==> config.mk <==
export PLATFORM = sky130hd
export DESIGN_NAME = gray_decoder
export DESIGN_NICKNAME = d
export VERILOG_FILES = /design/src/rtl/gray_pkg.sv /design/src/rtl/gray_to_bin.sv /design/src/rtl/gray_decoder.sv
export SDC_FILE = /design/constraint.sdc
export NUM_CORES = 1
export LEC_CHECK = 0
export BUFFER_PORTS_ARGS = -buffer_cell sky130_fd_sc_hd__buf_2
export CORE_AREA = 2 2 45 47
export CTS_BUF_LIST = sky130_fd_sc_hd__clkbuf_2 sky130_fd_sc_hd__clkbuf_4 sky130_fd_sc_hd__clkbuf_8
export DETAILED_ROUTE_END_ITERATION = 8
export DIE_AREA = 0 0 47 49
export PLACE_DENSITY = 0.83
export SYNTH_ARGS = -nofsm -noshare
export SYNTH_HDL_FRONTEND = slang
export SYNTH_SLANG_ARGS = --single-unit
export TNS_END_PERCENT = 10
==> constraint.sdc <==
create_clock -name Clk -period 3.9 [get_ports Clk]
set_input_delay 0.585 -clock Clk [delete_from_list [all_inputs] [get_ports Clk]]
set_output_delay 0.585 -clock Clk [all_outputs]
set_load 0.05 [all_outputs]
==> src/rtl/gray_pkg.sv <==
// Shared definitions for the Gray-count interface.
// State encoding, default widths and a reference Gray-to-binary helper.
package gray_pkg;

   localparam int GRAY_W_DEF = 3;
   localparam int WRAP_W_DEF = 8;

   typedef enum logic [1:0] {
      ST_INIT = 2'd0,
      ST_LOCK = 2'd1,
      ST_ERR  = 2'd2
   } state_t;

   // Prefix-XOR from the MSB down; upper unused bits must be zero.
   function automatic logic [31:0] gray2bin(input logic [31:0] g);
      logic [31:0] b;
      b[31] = g[31];
      for (int i = 30; i >= 0; i--) begin
         b[i] = b[i+1] ^ g[i];
      end
      return b;
   endfunction

endpackage

==> src/rtl/gray_to_bin.sv <==
// Combinational Gray-to-binary converter.
// Each binary bit is the XOR of all Gray bits at or above it.
module gray_to_bin #(
   parameter int WIDTH = 3
) (
   input  logic [WIDTH-1:0] In_gray,
   output logic [WIDTH-1:0] Bin_comb
);

   for (genvar i = 0; i < WIDTH; i++) begin : g_bit
      assign Bin_comb[i] = ^In_gray[WIDTH-1:i];
   end

endmodule

==> src/rtl/gray_decoder.sv <==
// Receive end of the Gray-count interface: decodes, checks that each
// sample repeats or advances by one, counts wraps and flags violations.
module gray_decoder
   import gray_pkg::*;
#(
   parameter int WIDTH  = GRAY_W_DEF,
   parameter int WRAP_W = WRAP_W_DEF
) (
   input  logic              Clk,
   input  logic              Reset,
   input  logic              In_valid,
   input  logic [WIDTH-1:0]  In_gray,
   input  logic              Resync,
   output logic [WIDTH-1:0]  Bin,
   output logic              Out_valid,
   output logic              Wrap,
   output logic [WRAP_W-1:0] Wrap_count,
   output logic              Overflow,
   output logic              Error
);

   state_t              r_state;
   logic [WIDTH-1:0]    r_bin;
   logic                r_out_valid;
   logic                r_wrap;
   logic [WRAP_W-1:0]   r_wrap_count;
   logic                r_overflow;
   logic                r_error;

   logic [WIDTH-1:0]    w_dec;
   logic [WIDTH-1:0]    w_succ;
   logic                w_repeat;
   logic                w_next;
   logic                w_prev_max;
   logic                w_cnt_max;

   gray_to_bin #(.WIDTH(WIDTH)) u_g2b (
      .In_gray  (In_gray),
      .Bin_comb (w_dec)
   );

   // Successor compare wraps naturally at WIDTH bits.
   assign w_succ     = r_bin + 1'b1;
   assign w_repeat   = (w_dec == r_bin);
   assign w_next     = (w_dec == w_succ);
   assign w_prev_max = &r_bin;
   assign w_cnt_max  = &r_wrap_count;

   // Tracking FSM with registered outputs; pulses default low each cycle.
   always_ff @(posedge Clk) begin
      if (Reset) begin
         r_state      <= ST_INIT;
         r_bin        <= '0;
         r_out_valid  <= 1'b0;
         r_wrap       <= 1'b0;
         r_wrap_count <= '0;
         r_overflow   <= 1'b0;
         r_error      <= 1'b0;
      end else begin
         r_out_valid <= 1'b0;
         r_wrap      <= 1'b0;
         if (Resync) begin
            r_state <= ST_INIT;
            r_error <= 1'b0;
         end else begin
            unique case (r_state)
               ST_INIT: begin
                  if (In_valid) begin
                     r_bin       <= w_dec;
                     r_out_valid <= 1'b1;
                     r_state     <= ST_LOCK;
                  end
               end
               ST_LOCK: begin
                  if (In_valid) begin
                     if (w_repeat) begin
                        r_out_valid <= 1'b1;
                     end else if (w_next) begin
                        r_bin       <= w_dec;
                        r_out_valid <= 1'b1;
                        if (w_prev_max) begin
                           r_wrap       <= 1'b1;
                           r_wrap_count <= r_wrap_count + 1'b1;
                           if (w_cnt_max) begin
                              r_overflow <= 1'b1;
                           end
                        end
                     end else begin
                        r_error <= 1'b1;
                        r_state <= ST_ERR;
                     end
                  end
               end
               ST_ERR: begin
                  r_state <= ST_ERR;
               end
               default: begin
                  r_state <= ST_INIT;
               end
            endcase
         end
      end
   end

   assign Bin        = r_bin;
   assign Out_valid  = r_out_valid;
   assign Wrap       = r_wrap;
   assign Wrap_count = r_wrap_count;
   assign Overflow   = r_overflow;
   assign Error      = r_error;

endmodule
# Word level (Yosys, flattened, before mapping)
# Index checks and enable logic that the tools add are counted.
# totals
regBits,17
output_inout_bits,15
in_bits,7
word_cells,51
# classes
muxes,16
n_reduce_logical,12
bitwise_logic,5
n_eq_ne,9
add_sub_neg,2
# op_table
cell,n
16-bit AND reduction,1
3-bit two-way mux,4
2-bit inequality test (second input constant),5
8-bit by 1-bit adder with 8-bit output (second input constant),1
2-bit two-way mux,4
4-bit AND reduction,2
8-bit AND reduction,1
3-bit equality test,2
2-bit one-hot mux with 3 select lines,1
3-bit one-hot mux with 2 select lines,1
6-bit AND reduction,1
6-bit OR reduction,1
1-bit two-way mux,5
1-bit NOT,5
3-bit by 1-bit adder with 3-bit output (second input constant),1
3-bit AND reduction,1
3-bit XOR reduction,1
2-bit by 1-bit equality test with 1-bit output (second input constant),1
2-bit equality test (second input constant),1
2-bit zero test,1
1-bit one-hot mux with 2 select lines,1
2-bit nonzero test,1
2-bit OR reduction,1
2-bit XOR reduction,1

# Longest topological paths before layout
# Gate-level depths: netlist of the first run.
# depth
ltp_word,6
ltp_mapped,8
mapped_depth_nobuf,7

# Modules after synthesis
# Synthesis of the first run repeated with hierarchy kept, for this count alone.
# unflattened
hier_cells,115
area_unflattened_um2,993.5
# by_module_without_submodules
module,area_each_um2,n_inst,cells_per_inst,seq_area_each_um2
gray_decoder,953.4,1,112,340.3
gray_to_bin,40.0,1,3,0.0

# Least setup slack after synthesis of the first run
# No wires, ideal clock.
# synth_timing
path_kind,reg2reg
startpoint,"reg r_bin[1], in the netlist Bin[1]"
endpoint,"reg r_wrap_count[6], in the netlist Wrap_count[6]"
path_buffers,0
t_arrival_ps,2652
slack_ps,1128
period_less_slack_ps,2772
path_stages_with_launch,8
required_ps,3779
setup_time_ps,121
cell_sequence,dfxtp_1 ha_1 ha_1 or4_1 a21o_1 a21o_1 nor3_1 mux2_2
# synth_between
elab_chain_cells,3
elab_cells_between_ends,5
classes_between,add/sub (1); eq/ne (2); bitwise (1); reduce/logical (1)
# synth_rtl
element,line,text
from (decl),gray_decoder.sv:23,logic [WIDTH-1:0] r_bin;
from (signal assigned),gray_decoder.sv:69,r_bin <= w_dec;
from (signal assigned),gray_decoder.sv:79,r_bin <= w_dec;
3-bit by 1-bit adder with 3-bit output / 3-bit equality test (equally long branches),"gray_decoder.sv:43, gray_decoder.sv:44",
3-bit equality test / 1-bit NOT (equally long branches),n/a,
8-bit AND reduction (no source line) (*),n/a,
to (signal assigned),gray_decoder.sv:83,r_wrap_count <= r_wrap_count + 1'b1;
to (decl),gray_decoder.sv:26,logic [WRAP_W-1:0] r_wrap_count;
# Mark *: on every way between the ends. The rest lies on a longest branch, timed or not.
# A chain may end at the register's enable or synchronous reset.

# Worst setup path after layout of the first run
# layout_timing
startpoint,"reg r_bin[1], in the netlist Bin[1]"
endpoint,"reg r_wrap_count[3], in the netlist Wrap_count[3]"
# Same word-level chain as after synthesis.

==> flow_summary.toml, run 1 <==
[placement]
place_hpwl_mm = 1.65
pre_cts_ws_ps = 1220
port_buffers = 21
place_inst = 165
place.gp.congestion = 0.851

[finish]
final_cells = 169
syn2layout_area_growth_pct = 13.5
layout-drive-gt1-share_pct = 21.8
fill_cells = 180
multiInputGateArea_sq_um = 632
nNetsFinal = 155
fin_util_pct = 63.2
layout_commonest_cell = "buf_2"
ff_latch_area_sq_um = 340
layout_common_cells = "buf_2, dfxtp_1, nor2_1"
num_antenna_cells = 0

[clock_tree]
htreeDepth = 1
cts_root_buf = "clkbuf_4"
cts_buffers = 3
ctsResizeCount = 0
clkSinkCount = 17
cts_tree = "done"
cts.path.max_buffers = 2
cts_setup_buffers = 0
clk_latency_ps = 300
clk_pin_slew_ps = 100
hold_buffers = 0

[global_route]
grt.total_usage_pct = 22.5
met2_usage_pct = 34.2
antenna_found_initial = 0
grt_max_degree = 16
busiest_layer = "met2"
grt-ovfl-total = 0
grt_pass1_wl_mm = 3.91
gr-usage-met3_pct = 3.70
use_met1_pct = 31.4
grt_pass1_vias = 861

[sta]
fin_skew_ps = 1.72
slew_viol_final = 0
fin_tns_setup_ps = 0
tightest_slew_ps = 509
max_slew_margin_pct = 65.8
grt_setup_unrepaired = "no"
max_freq_mhz = 371
layout_min_cycle_time_ps = 2690
worst_slack_ps = 1210
setup_viol = 0
fin_crit_sh_pct = 69.0
hold_viol_final = 0

[synthesis]
syn-num-nets = 134
synth-seq-area-share_pct = 33.2
synthCells = 122
synth_cell_types = 35
synth_warnings = 0
synth-seq-cells = 17
netlist_area_sq_mm = 0.00103
postSynthAreaPerCell_sq_um = 8.41

[setup_path]
path_max_fanout = 15
cp-start-kind = "register"
crit_type = "register to register"
crit_required_ps = 4060
cp-end-kind = "register"
critical_path_arrival_ps = 2860

[floorplanning]
row_count = 16
start_util_pct = 55.7
dieArea_sq_mm = 0.00230
die_w_um = 47
num_io_pins = 22
die_y_um = 49
core_area_sq_mm = 0.00184

[drt]
drt_iter0_drc = 14
ant_nets = 0
dr.pass1.iters = 4
vias = 954
drt-total-wl_mm = 2.25
viasPerCell = 5.64
drc = 0
wire_per_inst_um = 13.3

[pwr]
p_leak_uw = 0.000512
p_per_area_mw_per_mm2 = 294
power_uw = 342
peakVddDrop_mv = 0.218

[run_status]
status = "finished clean"

[run]
maxCapViolCount = 0

[hold_path]
hold_class = "register to register"
==> layer usage <==
metal / part of all wire (%) / up-vias
li1: - / 492
met1: 46 / 439
met2: 49 / 19
met3: 3.1 / 4
met4: 1.8 / 0
met5: 0 / -
==> critical path, cell delays in order (launching register included) <==
cell      delay [ps]
dfxtp_1          460
ha_1             200
ha_1             260
or4_1            500
a21o_1           190
a21o_1           300
o311ai_0         470
o41ai_1          170
==> power by group <==
| part | internal, uW | leakage [uW] | total (uW) | switching [uW] |
|---|---|---|---|---|
| registers | 177 | 0.000138 | 182 | 4.37 |
| logic | 22.5 | 0.000357 | 62.2 | 39.8 |
| clock network | 38.2 | 0.0000177 | 98.4 | 60.1 |
==> stage by stage <==
step | hold WS (ps) | instance area, sq um
2_1_floorplan | 490 | 1030
3_5_place_dp | 450 | 1140
5_1_grt | 495 | 1160
6_report | 471 | 1160
3_3_place_gp | 447 | 1140
4_1_cts | 476 | 1160
==> cell usage after synthesis <==
| cell | instances | area share (%) |
|---|---|---|
| a21o_1 | 3 | 2.2 |
| a21oi_1 | 4 | 2.0 |
| a22o_1 | 1 | 0.85 |
| a31oi_1 | 2 | 1.2 |
| and3_1 | 3 | 1.8 |
| and4_1 | 1 | 0.85 |
| and4b_1 | 1 | 0.98 |
| buf_2 | 1 | 0.49 |
| buf_6 | 1 | 1.1 |
| clkbuf_1 | 3 | 1.1 |
| dfxtp_1 | 17 | 33 |
| ha_1 | 5 | 6.1 |
| inv_1 | 7 | 2.6 |
| mux2_2 | 2 | 2.2 |
| mux2i_1 | 5 | 4.9 |
| nand2_1 | 8 | 2.9 |
| nand3_1 | 5 | 2.4 |
| nand4b_1 | 2 | 1.7 |
| nor2_1 | 12 | 4.4 |
| nor2b_1 | 4 | 2.4 |
| nor3_1 | 3 | 1.5 |
| nor4bb_1 | 2 | 2.0 |
| o2111ai_1 | 1 | 0.85 |
| o211ai_1 | 1 | 0.73 |
| o21a_1 | 1 | 0.73 |
| o21ai_0 | 5 | 2.4 |
| o2bb2ai_1 | 1 | 0.85 |
| o311ai_0 | 3 | 2.6 |
| o31ai_1 | 1 | 0.73 |
| o41ai_1 | 3 | 2.6 |
| or2_2 | 4 | 2.4 |
| or3_1 | 3 | 1.8 |
| or4_1 | 4 | 2.9 |
| xnor2_1 | 1 | 0.85 |
| xor2_1 | 2 | 1.7 |
==> path summary, 6_finish.rpt <==
check             startpoint            end  slack, ps  cells after the start
setup reg to reg      Bin[1]  Wrap_count[3]       1210                      7
setup / recovery      Bin[1]  Wrap_count[3]       1210                      7
hold reg to reg        Error          Error        470                      1
hold / removal         Error          Error        470                      1
==> registers in the layout (all words and copies together), names as in the netlist <==
signal,count
Bin,3
Error,1
Out_valid,1
Overflow,1
Wrap,1
Wrap_count,8
r_state,2
==> layout make-up <==
class / instances / area share [%]
Multi-Input combinational cell: 93 / 54.2
Tap cell: 27 / 2.90
Clock inverter: 1 / 0.430
Clock buffer: 3 / 1.93
Timing Repair Buffer: 21 / 9.02
Inverter: 7 / 2.26
Sequential cell: 17 / 29.2
==> logic make-up (layout without fill, tap and decap cells) <==
| group | count (synthesis) | in the layout | synth area share (%) |
|---|---|---|---|
| XOR/XNOR | 3 | 3 | 2.56 |
| flip-flops | 17 | 17 | 33.2 |
| buffers and inverters | 12 | 32 | 5.24 |
| adder cells (fa/ha/maj) | 5 | 5 | 6.10 |
| AND/OR/NAND/NOR | 52 | 52 | 28.2 |
| multiplexers | 7 | 7 | 7.07 |
| AO/OA/AOI/OAI | 26 | 26 | 17.7 |
(Power assumes the default switching activity.)
==> run 2: changes to the inputs <==
--- a/config.mk
+++ b/config.mk
@@ -6,11 +6,11 @@
 export NUM_CORES = 1
 export LEC_CHECK = 0
 export BUFFER_PORTS_ARGS = -buffer_cell sky130_fd_sc_hd__buf_2
-export CORE_AREA = 2 2 45 47
+export CORE_AREA = 2 2 47 49
 export CTS_BUF_LIST = sky130_fd_sc_hd__clkbuf_2 sky130_fd_sc_hd__clkbuf_4 sky130_fd_sc_hd__clkbuf_8
 export DETAILED_ROUTE_END_ITERATION = 8
-export DIE_AREA = 0 0 47 49
-export PLACE_DENSITY = 0.83
+export DIE_AREA = 0 0 49 51
+export PLACE_DENSITY = 0.76
 export SYNTH_ARGS = -nofsm -noshare
 export SYNTH_HDL_FRONTEND = slang
 export SYNTH_SLANG_ARGS = --single-unit
==> constraint.sdc (replaced) <==
create_clock -name Clk -period 2.5 [get_ports Clk]
set_input_delay 0.375 -clock Clk [delete_from_list [all_inputs] [get_ports Clk]]
set_output_delay 0.375 -clock Clk [all_outputs]
set_load 0.05 [all_outputs]
==> flow_summary.toml, run 2 (same netlist as run 1, synthesis figures left out) <==
[drt]
vias = 1011
drt_iter0_drc = 13
ant_nets = 0
drc = 0
viasPerCell = 5.71
dr.pass1.iters = 4
wire_per_inst_um = 13.0
drt-total-wl_mm = 2.31

[sta]
setup_viol = 0
layout_min_cycle_time_ps = 2470
fin_skew_ps = 10.8
tightest_slew_ps = 500
slew_viol_final = 0
max_freq_mhz = 405
grt_setup_unrepaired = "yes"
fin_crit_sh_pct = 98.7
hold_viol_final = 0
fin_hold_ws_ps = 328
max_slew_margin_pct = 66.7
worst_slack_ps = 33.6

[clock_tree]
htreeDepth = 1
cts_tree = "done"
clk_pin_slew_ps = 100
cts_setup_buffers = 0
cts_buffers = 3
cts_root_buf = "clkbuf_4"
clkSinkCount = 17
hold_buffers = 0
clk_latency_ps = 300
cts.path.max_buffers = 2

[global_route]
grt-ovfl-total = 0
grt.total_usage_pct = 19.1
grt_pass1_vias = 880
grt_pass1_wl_mm = 3.68
antenna_found_initial = 0
grt_max_degree = 16

[floorplanning]
dieArea_sq_mm = 0.00250
core_area_sq_mm = 0.00206
die_w_um = 49
num_io_pins = 22
start_util_pct = 49.7
die_y_um = 51
row_count = 17

[placement]
pre_cts_ws_ps = -52.9
place_inst = 173
port_buffers = 21
place.gp.congestion = 0.902
place_hpwl_mm = 1.69

[hold_path]
hold_class = "input pin to register"
holdCritStartpoint = "In_valid"

[finish]
layout_commonest_cell = "buf_2"
largest_reg_flops = 8
num_antenna_cells = 0
nNetsFinal = 162
layout-drive-gt1-share_pct = 32.2
final_cells = 177
fill_cells = 202
syn2layout_area_growth_pct = 23.5
layout_common_cells = "buf_2, dfxtp_1, nor2_1"
fin_util_pct = 61.4

[setup_path]
cp-start-kind = "register"
critical_path.top_delay_family = "simple AND/OR/NAND/NOR gates"
path_max_fanout = 7
critical_path_arrival_ps = 2700
crit_type = "register to register"
worst_setup_path_startpoint = "Bin[0]"
cp_num_buf_inv = 1
r2r_start = "Bin[0]"
crit_chain = "ha_1 -> ha_1 -> or4_1 -> a21o_1 -> a21o_4 -> buf_4 -> or3_1 -> a21oi_2"
critPathSlowestCell = "or4_1"
crit_top_cell = "ha_1"
crit_required_ps = 2730
cpPeakStageDelay_ps = 500
cp-end-kind = "register"

[pwr]
p_leak_uw = 0.000550
power_uw = 534
peakVddDrop_mv = 0.427
p_per_area_mw_per_mm2 = 422

[run_status]
status = "finished clean"

[run]
maxCapViolCount = 0
-- run 2: cell count changes in the layout (fill, tap and decap cells not counted), sizes merged --
cell / before / now
buf: 21 / 28
-- run 2: area by class of cell --
cell class,count,area (sq um),share of cell area [%]
sequential,17,349,27.5
multi-input combinational,93,672,53.0
timing repair buffer,28,158,12.4
clock buffer,3,22.5,1.78
clock inverter,1,5.00,0.395
inverter,7,26.3,2.07
tap,28,35.0,2.76
-- run 2: worst register-to-register path, stage by stage (launching register included) --
cell,delay [ps]
dfxtp_4,350
ha_1,200
ha_1,280
or4_1,500
a21o_1,200
a21o_4,240
buf_4,160
or3_1,360
a21oi_2,120
-- run 2: what timing repair did --
action / CTS / global route
endpoints found under the setup margin: 3 / 9
pin swaps: 0 / 1
gates resized for setup: 3 / 8
-- run 2: through the flow --
| step | instance area (sq um) | TNS, ps |
|---|---|---|
| floorplan | 1030 | 0 |
| global placement | 1200 | 0 |
| detailed placement | 1200 | -68.4 |
| CTS | 1230 | -2.05 |
| global route | 1270 | -313 |
| finish | 1270 | 0 |
-- run 2: path summary, 6_finish.rpt --
| check | to | slack [ps] | cells after the start |
|---|---|---|---|
| max | Wrap_count[1] | 30 | 8 |
| min | Out_valid | 330 | 3 |
| max reg2reg | Wrap_count[1] | 30 | 8 |
| min reg2reg | Error | 470 | 1 |
-- run 2: routing by layer --
layer  vias up  part of all wire [%]  global-route usage [%]
li1        506                     -                       -
met2        23                    52                    36.1
met1       480                    42                    21.2
met5         -                     0                       0
met3         2                   4.6                    5.56
met4         0                  0.74                    3.81
-- run 2: where the power goes --
group          internal, uW  leakage (uW)  total, uW  switching (uW)
registers               276      0.000139        281            4.67
logic                  41.5      0.000393        106            64.8
clock network          59.6     0.0000177        147            87.6
